File: src/rtl/div_sequencer_pkg.sv
// Shared types and constants for the multi-cycle DIV/DIVU sequencer.
// Decode maps the EXE_DIV(U)_OP codes onto start/signed_div.
package div_sequencer_pkg;

    localparam int unsigned DIV_WIDTH = 32;

    // EX-stage operation codes that select the divider path
    localparam logic [5:0] EXE_DIV_OP  = 6'b011010;
    localparam logic [5:0] EXE_DIVU_OP = 6'b011011;

    typedef enum logic [1:0] {
        DIV_IDLE  = 2'd0,
        DIV_DZERO = 2'd1,
        DIV_BUSY  = 2'd2,
        DIV_DONE  = 2'd3
    } div_state_e;

    typedef struct packed {
        logic [DIV_WIDTH-1:0] rem;
        logic [DIV_WIDTH-1:0] quot;
    } div_result_t;

endpackage

File: src/rtl/div_step.sv
// One restoring-division iteration on the shared {remainder, quotient} register.
// The register is shifted left one place, then the divisor is trial-subtracted from the upper part.
module div_step #(
    parameter int unsigned WIDTH = 32
) (
    input  logic [2*WIDTH:0]  i_sr,
    input  logic [WIDTH-1:0]  i_divisor,
    output logic [2*WIDTH:0]  o_next_c
);

    logic [2*WIDTH:0] w_shift;
    logic [WIDTH:0]   w_rem;
    logic [WIDTH:0]   w_diff;
    logic             w_ge;

    // A set MSB before the shift means the shifted remainder already exceeds any divisor
    always_comb begin
        w_shift  = {i_sr[2*WIDTH-1:0], 1'b0};
        w_rem    = w_shift[2*WIDTH:WIDTH];
        w_ge     = i_sr[2*WIDTH] | (w_rem >= {1'b0, i_divisor});
        w_diff   = w_rem - {1'b0, i_divisor};
        o_next_c = w_shift;
        if (w_ge) begin
            o_next_c = {w_diff, w_shift[WIDTH-1:1], 1'b1};
        end
    end

endmodule

File: src/rtl/div_sequencer.sv
// DIV/DIVU controller: latches operands, runs WIDTH restoring steps, applies the
// signed fix-up and presents {remainder, quotient} for the HI/LO write.
module div_sequencer
    import div_sequencer_pkg::*;
#(
    parameter int unsigned WIDTH = DIV_WIDTH
) (
    input  logic               clk,
    input  logic               rst,
    input  logic               start,
    input  logic               signed_div,
    input  logic [WIDTH-1:0]   opa,
    input  logic [WIDTH-1:0]   opb,
    input  logic               annul,
    output logic               stall_o,
    output logic               valid_o,
    output logic [2*WIDTH-1:0] result
);

    localparam int unsigned CNT_W = $clog2(WIDTH);
    localparam int unsigned SR_W  = 2 * WIDTH + 1;

    div_state_e          r_state;
    div_state_e          w_state_next;
    logic [CNT_W-1:0]    r_cnt;
    logic [SR_W-1:0]     r_sr;
    logic [WIDTH-1:0]    r_divisor;
    logic                r_neg_q;
    logic                r_neg_r;
    logic [2*WIDTH-1:0]  r_result;
    logic                r_valid;

    logic [SR_W-1:0]     w_step_sr;
    logic [2*WIDTH-1:0]  w_final;
    logic [WIDTH-1:0]    w_quot;
    logic [WIDTH-1:0]    w_rem;
    logic [WIDTH-1:0]    w_quot_fix;
    logic [WIDTH-1:0]    w_rem_fix;
    logic [WIDTH-1:0]    w_abs_a;
    logic [WIDTH-1:0]    w_abs_b;
    logic                w_a_neg;
    logic                w_b_neg;
    logic                w_dzero;
    logic                w_load;
    logic                w_last;

    assign valid_o = r_valid;
    assign result  = r_result;

    div_step #(
        .WIDTH (WIDTH)
    ) u_step (
        .i_sr      (r_sr),
        .i_divisor (r_divisor),
        .o_next_c  (w_step_sr)
    );

    // Operand magnitudes and sign bookkeeping for the signed fix-up
    always_comb begin
        w_a_neg = signed_div & opa[WIDTH-1];
        w_b_neg = signed_div & opb[WIDTH-1];
        w_abs_a = w_a_neg ? WIDTH'(~opa + WIDTH'(1)) : opa;
        w_abs_b = w_b_neg ? WIDTH'(~opb + WIDTH'(1)) : opb;
        w_dzero = (opb == '0);
        w_last  = (r_cnt == CNT_W'(WIDTH - 1));
    end

    // The step output is the final value when leaving BUSY; DZERO preloads its answer into r_sr
    always_comb begin
        w_final    = (r_state == DIV_BUSY) ? w_step_sr[2*WIDTH-1:0] : r_sr[2*WIDTH-1:0];
        w_quot     = w_final[WIDTH-1:0];
        w_rem      = w_final[2*WIDTH-1:WIDTH];
        w_quot_fix = r_neg_q ? WIDTH'(~w_quot + WIDTH'(1)) : w_quot;
        w_rem_fix  = r_neg_r ? WIDTH'(~w_rem + WIDTH'(1)) : w_rem;
    end

    // Next-state and stall request; annul overrides everything
    always_comb begin
        w_state_next = r_state;
        stall_o      = 1'b0;
        case (r_state)
            DIV_IDLE: begin
                if (start) begin
                    stall_o      = 1'b1;
                    w_state_next = w_dzero ? DIV_DZERO : DIV_BUSY;
                end
            end
            DIV_DZERO: begin
                stall_o      = 1'b1;
                w_state_next = DIV_DONE;
            end
            DIV_BUSY: begin
                stall_o = 1'b1;
                if (w_last) begin
                    w_state_next = DIV_DONE;
                end
            end
            DIV_DONE: begin
                w_state_next = DIV_IDLE;
            end
            default: begin
                w_state_next = DIV_IDLE;
            end
        endcase
        if (annul) begin
            stall_o      = 1'b0;
            w_state_next = DIV_IDLE;
        end
    end

    assign w_load = (r_state == DIV_IDLE) && (w_state_next != DIV_IDLE);

    always_ff @(posedge clk) begin
        if (rst) begin
            r_state <= DIV_IDLE;
        end else begin
            r_state <= w_state_next;
        end
    end

    // Operand latch, iteration counter and result register
    always_ff @(posedge clk) begin
        if (rst) begin
            r_cnt     <= '0;
            r_sr      <= '0;
            r_divisor <= '0;
            r_neg_q   <= 1'b0;
            r_neg_r   <= 1'b0;
            r_result  <= '0;
            r_valid   <= 1'b0;
        end else begin
            r_valid <= (w_state_next == DIV_DONE);
            if (w_state_next == DIV_DONE) begin
                r_result <= {w_rem_fix, w_quot_fix};
            end
            if (w_load) begin
                r_cnt     <= '0;
                r_divisor <= w_abs_b;
                if (w_dzero) begin
                    r_sr    <= {1'b0, opa, {WIDTH{1'b1}}};
                    r_neg_q <= 1'b0;
                    r_neg_r <= 1'b0;
                end else begin
                    r_sr    <= {(WIDTH + 1)'(0), w_abs_a};
                    r_neg_q <= w_a_neg ^ w_b_neg;
                    r_neg_r <= w_a_neg;
                end
            end else if (r_state == DIV_BUSY) begin
                r_sr  <= w_step_sr;
                r_cnt <= CNT_W'(r_cnt + CNT_W'(1));
            end
        end
    end

endmodule
File: config.mk
export PLATFORM = sky130hd
export DESIGN_NAME = div_sequencer
export DESIGN_NICKNAME = d
export VERILOG_FILES = /design/src/rtl/div_sequencer_pkg.sv /design/src/rtl/div_step.sv /design/src/rtl/div_sequencer.sv
export SDC_FILE = /design/constraint.sdc
export NUM_CORES = 1
export LEC_CHECK = 0
export CAP_MARGIN = 20
export CELL_PAD_IN_SITES_DETAIL_PLACEMENT = 1
export CELL_PAD_IN_SITES_GLOBAL_PLACEMENT = 2
export CORE_MARGIN = 4
export CORE_UTILIZATION = 36
export DETAILED_ROUTE_END_ITERATION = 8
export GPL_ROUTABILITY_DRIVEN = 0
export HOLD_SLACK_MARGIN = 0.08
export PLACE_DENSITY_LB_ADDON = 0.1
export SLEW_MARGIN = 20
export SYNTH_ARGS = -nofsm -noshare
export SYNTH_HDL_FRONTEND = slang
export SYNTH_SLANG_ARGS = --single-unit
File: constraint.sdc
create_clock -name clk -period 7.1 [get_ports clk]
set_clock_uncertainty 0.1 [all_clocks]
set_input_delay 0.71 -clock clk [delete_from_list [all_inputs] [get_ports clk]]
set_output_delay 0.71 -clock clk [all_outputs]
set_load 0.005 [all_outputs]
==> results of run 1 <==
## sequential cells by signal, summed over array words and instances, names as in the netlist
| register | flops |
|---|---|
| r_cnt | 5 |
| result | 64 |
| r_neg_q | 1 |
| valid_o | 1 |
| r_neg_r | 1 |
| r_divisor | 32 |
| r_state | 2 |
| r_sr | 65 |
## logic make-up after synthesis
kind of cell / Yosys count
and+or+nand+nor: 561
DFF: 171
AOI/OAI and AO/OA: 488
xor gates and xnor gates: 118
buffers and inverters: 157
muxes: 35
adders and majority gates: 44
## critical path: stages, from the launching register on
cell	delay, ps
dfxtp_1	360
ha_1	380
a21o_1	220
a21o_1	220
o211a_1	250
o31ai_2	600
a31o_2	390
ha_1	230
nand2b_1	110
a2111o_1	350
or4_1	460
nor2_1	150
nand2_1	120
nor2_1	320
nand2_1	190
o211ai_1	210
o31ai_1	90
a2111oi_0	430
a21oi_1	80
nor2_1	110
## cells in the final DEF (no fill, tap or decap), types with 14 or more instances in the layout
cell             instances
nor4_1                  17
nand2_1                155
clkdlybuf4s50_1        133
a21oi_1                108
xnor2_1                 63
o31ai_1                 17
clkbuf_16               17
nor3_1                  51
nor2b_1                 15
and3_1                  14
nor2_1                 170
a31oi_1                 22
or3_1                   20
mux2i_1                 22
o21ai_0                 91
a22o_1                  22
inv_1                   59
buf_4                   26
a21o_1                  24
o211ai_1                17
nand3_1                 32
xor2_1                  55
a311oi_1                21
a211oi_1                77
ha_1                    42
dfxtp_1                171
nand4_1                 20
## area by class of cell
cell class | count | area (µm²) | share of cell area
flip-flops and latches | 171 | 3423 | 0.2375
clock buffers | 18 | 439.2 | 0.03047
clock inverters | 14 | 205.2 | 0.01424
repair buffers | 160 | 1538 | 0.1067
inverters | 61 | 229.0 | 0.01589
well taps | 442 | 553.0 | 0.03837
multi-input cells | 1246 | 8024 | 0.5568
## worst max-delay path by stage
stage	slack, ps	cells past startpoint	endpoint	from
after CTS	1660	19	result[18]	r_sr[34]
after global placement	1670	14	r_divisor[14]	opb[0]
after detailed placement	1530	13	result[62]	opb[0]
final	1650	19	result[18]	r_sr[34]
after floorplan	2340	18	result[48]	r_state[0]
after global routing	1220	19	result[28]	r_sr[37]
## report_power, final
part	internal (mW)	switching, mW	total [mW]
combinational	0.433	0.739	1.17
clock	0.608	0.447	1.05
sequential	1.02	0.0510	1.07
## layer usage
layer / part of all wire / track usage / vias to the layer above / wire (µm)
met4: 0.013 / 0.05442 / 2 / 595
li1: - / - / 5920 / -
met3: 0.047 / 0.03497 / 34 / 2138
met2: 0.45 / 0.3953 / 287 / 20590
met1: 0.49 / 0.3515 / 5940 / 22240
met5: 0.00020 / 0 / - / 9
==> results.py, run 1 <==
metrics = {
    "route": {
        "viasPerCell": 5.768,
        "via_count": 12180,
        "dr.pass1.iters": 5,
        "drt-initial-drc-count": 792,
        "ant_nets": 0,
        "drc": 0,
        "routedWlPerCell_um": 21.58,
        "routed_wl_um": 45570,
    },
    "setup_path": {
        "r2r_cells": 19,
        "reg2reg_to": "result[18]",
        "reg2reg_slack_ps": 1650,
        "cp-start-kind": "flop",
        "crit_required_ps": 7400,
        "crit_path_max_fanout": 8,
        "timing.rr.start": "r_sr[34]",
        "path_class": "flop to flop",
        "worstPathArrival_ps": 5740,
        "cp-end-kind": "flop",
    },
    "synth": {
        "synth_mux_area_frac": 0.03045,
        "synth-compound-area-share": 0.2741,
        "netlist_area_mm2": 0.01204,
        "synthAdderAreaFrac": 0.04636,
        "yosys.cell_count.top_type": "dfxtp_1",
        "ys_types": 89,
        "syn_inst": 1574,
        "synthArstFlopShare": 0,
        "synth_edf_count": 0,
        "synth_seq_cells": 171,
        "synth-simple-area-share": 0.2272,
        "syn-num-nets": 1687,
        "synth_xor_area_frac": 0.08585,
        "synth_top_family_by_area": "compound AO/OA/AOI/OAI gates",
        "yosysSeqAreaShare": 0.2844,
        "yosysTopAreaCellShare": 0.2844,
        "synth_common_cells": "dfxtp_1, nor2_1, nand2_1, a21oi_1, o21ai_0",
        "yosysTopAreaCell": "dfxtp_1",
        "synth.area.top_cells": "dfxtp_1, nor2_1, nand2_1",
        "synth_ff_type": "dfxtp_1",
        "synth_area_per_cell_um2": 7.648,
        "ys_warn_count": 0,
    },
    "placed_design": {
        "place_area_mm2": 0.01376,
        "dp_cells": 2079,
        "portBuffers": 134,
        "place_hpwl_um": 35300,
        "post-place-ws_ps": 1534,
    },
    "floorplanning": {
        "row_count": 66,
        "initial_core_util": 0.3672,
        "dieArea_mm2": 0.03643,
        "ios": 135,
        "die_y_um": 190.9,
        "core-area_mm2": 0.03278,
        "dieWidth_um": 190.9,
    },
    "final_layout": {
        "design_area_mm2": 0.01441,
        "final_layout_size_suffix_gt1_frac": 0.06647,
        "syn2layout_area_growth_pct": 19.72,
        "layout.nets": 1770,
        "final_cell_count_no_fill": 2112,
        "final_util": 0.4396,
        "fill_cells": 3998,
        "antenna_cells": 0,
    },
    "min_path": {
        "min_path_cells": 2,
        "hold_class": "flop to flop",
        "hp-start": "result[24]",
        "hold_end": "result[24]",
    },
    "power_and_ir_drop": {
        "power_density_mw_per_mm2": 228.8,
        "peakVddDrop_mv": 0.1900,
        "p_leak_nw": 5.241,
        "total_power_mw": 3.297,
    },
    "timing": {
        "hold_ws_ps": 348.5,
        "fin_crit_ps": 5447,
        "hold_violations": 0,
        "slew_viol_final": 0,
        "max_freq_mhz": 183.6,
        "finalCritPeriodShare": 0.7672,
        "finalSetupViolations": 0,
        "rsz0062_at_grt": "no",
        "slew_headroom": 0.2742,
        "tns_ps": 0,
        "fin_ws_ps": 1653,
        "worstMarginPinSlew_ps": 1082,
    },
    "global_route": {
        "grt_overflow": 0,
        "antenna_found_initial": 1,
        "grt_pass1_wl_um": 69970,
        "grt_max_degree": 73,
        "grt_usage": 0.2461,
        "grt_pass1_vias": 11730,
    },
    "clock_tree": {
        "clkLatencyLatePin_ps": 460,
        "clk_pin_slew_worst_paths_ps": 80,
        "cts.sinks": 171,
        "cts_buffer_depth": 2,
        "root_buffer": "clkbuf_16",
        "htree_levels": 4,
        "cts_buffers": 17,
        "cts_hold_buffers": 0,
        "cts_setup_buffers": 0,
        "cts_resized": 0,
        "cts_tree": "done",
    },
    "run_status": {
        "status": "completed",
    },
    "job": {
        "drv_cap": 0,
    },
}
(Power assumes the default switching activity.)
==> inputs of run 2 (changes only) <==
--- a/config.mk
+++ b/config.mk
@@ -9,7 +9,7 @@
 export CELL_PAD_IN_SITES_DETAIL_PLACEMENT = 1
 export CELL_PAD_IN_SITES_GLOBAL_PLACEMENT = 2
 export CORE_MARGIN = 4
-export CORE_UTILIZATION = 36
+export CORE_UTILIZATION = 30
 export DETAILED_ROUTE_END_ITERATION = 8
 export GPL_ROUTABILITY_DRIVEN = 0
 export HOLD_SLACK_MARGIN = 0.08
==> constraint.sdc (replaced) <==
create_clock -name clk -period 4.4 [get_ports clk]
set_clock_uncertainty 0.1 [all_clocks]
set_input_delay 0.44 -clock clk [delete_from_list [all_inputs] [get_ports clk]]
set_output_delay 0.44 -clock clk [all_outputs]
set_load 0.005 [all_outputs]
==> results.py, run 2 (synthesis gave the netlist of run 1 again) <==
metrics = {
    "run_status": {
        "status": "completed",
    },
    "timing": {
        "worstMarginPinSlew_ps": 854.7,
        "slew_headroom": 0.4281,
        "max_freq_mhz": 232.3,
        "finalCritPeriodShare": 0.9783,
        "hold_ws_ps": 349.1,
        "rsz0062_at_grt": "yes",
        "hold_violations": 0,
        "slew_viol_final": 0,
        "finalSetupViolations": 0,
        "fin_crit_ps": 4305,
    },
    "clock_tree": {
        "cts.sinks": 171,
        "clkLatencyLatePin_ps": 460,
        "cts_buffers": 17,
        "htree_levels": 4,
        "root_buffer": "clkbuf_16",
        "cts_tree": "done",
        "cts_buffer_depth": 2,
        "clk_pin_slew_worst_paths_ps": 70,
        "cts_hold_buffers": 0,
    },
    "route": {
        "viasPerCell": 5.359,
        "via_count": 13110,
        "ant_nets": 0,
        "routedWlPerCell_um": 20.90,
        "dr.pass1.iters": 5,
        "routed_wl_um": 51110,
        "drc": 0,
        "drt-initial-drc-count": 688,
    },
    "setup_path": {
        "path_class": "flop to flop",
        "critical_path.cell_chain": "inv_1, ha_2, and4_1, nand4_1, or4_4, o211ai_4, buf_4, nor3_1, a221oi_2, nand4_2, or3_4, nor3_4, nand3_2, or4b_1, o211ai_1",
        "cp_slowest_stage_delay_ps": 560,
        "crit_path_max_fanout": 5,
        "cp-start-kind": "flop",
        "worstPathArrival_ps": 4580,
        "cp-end-kind": "flop",
        "crit_required_ps": 4680,
        "cp_slowest_cell": "or4_4",
    },
    "final_layout": {
        "final_common_cell": "buf_4",
        "antenna_cells": 0,
        "design_area_mm2": 0.01689,
        "syn2layout_area_growth_pct": 40.30,
        "top_register": "r_sr",
        "largest_reg_flops": 65,
        "layout.nets": 2021,
        "final_cell_count_no_fill": 2446,
        "final_util": 0.4251,
        "final_cell_mix": "buf_4, nor2_1, dfxtp_1",
        "final_layout_size_suffix_gt1_frac": 0.2249,
    },
    "global_route": {
        "grt_max_degree": 57,
        "antenna_found_initial": 0,
        "grt_pass1_wl_um": 78540,
        "grt_usage": 0.2287,
        "grt_overflow": 0,
        "grt_pass1_vias": 13200,
    },
    "floorplanning": {
        "core-area_mm2": 0.03973,
        "row_count": 73,
        "dieWidth_um": 208.3,
        "die_y_um": 208.3,
        "ios": 135,
        "initial_core_util": 0.3030,
        "dieArea_mm2": 0.04340,
    },
    "power_and_ir_drop": {
        "peakVddDrop_mv": 0.1899,
        "p_int_mw": 3.696,
        "total_power_mw": 5.857,
        "power_frac_comb": 0.443,
        "p_leak_nw": 6.493,
        "switching_power_mw": 2.161,
        "power.share.sequential": 0.296,
        "power_density_mw_per_mm2": 346.8,
        "power.clock.fraction": 0.261,
        "p_sw_frac": 0.3690,
    },
    "placed_design": {
        "portBuffers": 134,
        "place_hpwl_um": 40530,
        "place_area_mm2": 0.01570,
        "dp_cells": 2393,
    },
    "min_path": {
        "hold_class": "flop to flop",
    },
    "job": {
        "drv_cap": 0,
    },
}
==> run 2: changes by cell type in the layout (fill, tap and decap cells not counted), moves of 8 or more <==
cell / delta
ha_4: +15
buf_6: +8
ha_1: -17
buf_4: +235
buf_12: +8
dfxtp_1: -12
dfxtp_2: +12
==> run 2: worst paths after layout <==
path                 startpoint    endpoint  slack, ps  depth (start not counted)
setup / recovery  r_divisor[12]  result[61]        100                         15
hold / removal       result[31]  result[31]        350                          2
setup reg to reg  r_divisor[12]  result[61]        100                         15
hold reg to reg      result[31]  result[31]        350                          2
==> run 2: layout make-up <==
cell class	instances	area [µm²]
inverter	61	229.0
fill	4785	22840
timing repair buffer	411	3552
tap	525	656.9
multi-input combinational	1246	8443
clock buffer	26	509.2
clock inverter	6	60.06
sequential	171	3438
==> run 2: power groups by stage <==
stage,clock (mW),sequential (mW),combinational (mW)
after global placement,0,1.75,2.35
after floorplan,0,1.73,1.32
after CTS,1.57,1.72,2.47
after detailed placement,0,1.76,2.38
final,1.53,1.73,2.60
after global routing,1.62,1.74,2.82
==> run 2: repair_timing <==
item                       CTS  global route
setup buffers                7            15
resized for setup           35            63
pin swaps                   22            28
setup endpoints to repair   21            31
==> run 2: routing by layer <==
layer,up-vias,wire (µm),GRT usage
li1,6415,-,-
met1,6371,25370,0.3308
met2,275,23030,0.3668
met3,47,1891,0.02443
met4,0,821,0.05391
met5,-,0,0
==> run 2: per-stage QoR <==
stage | worst slack [ps] | TNS [ps]
6_report | 95.29 | 0
5_1_grt | -58.69 | -181.4
4_1_cts | -35.98 | -37.93
3_5_place_dp | -218.9 | -1494
3_3_place_gp | -130.7 | -437.3
2_1_floorplan | 44.28 | 0
==> run 2: worst max-delay path: cells and delay by family, from the launching register on <==
| kind | cells | cell delay, ps |
|---|---|---|
| adders and majority gates | 1 | 390 |
| and+or+nand+nor | 9 | 2550 |
| buffers and inverters | 2 | 280 |
| DFF | 1 | 310 |
| AOI/OAI and AO/OA | 3 | 580 |
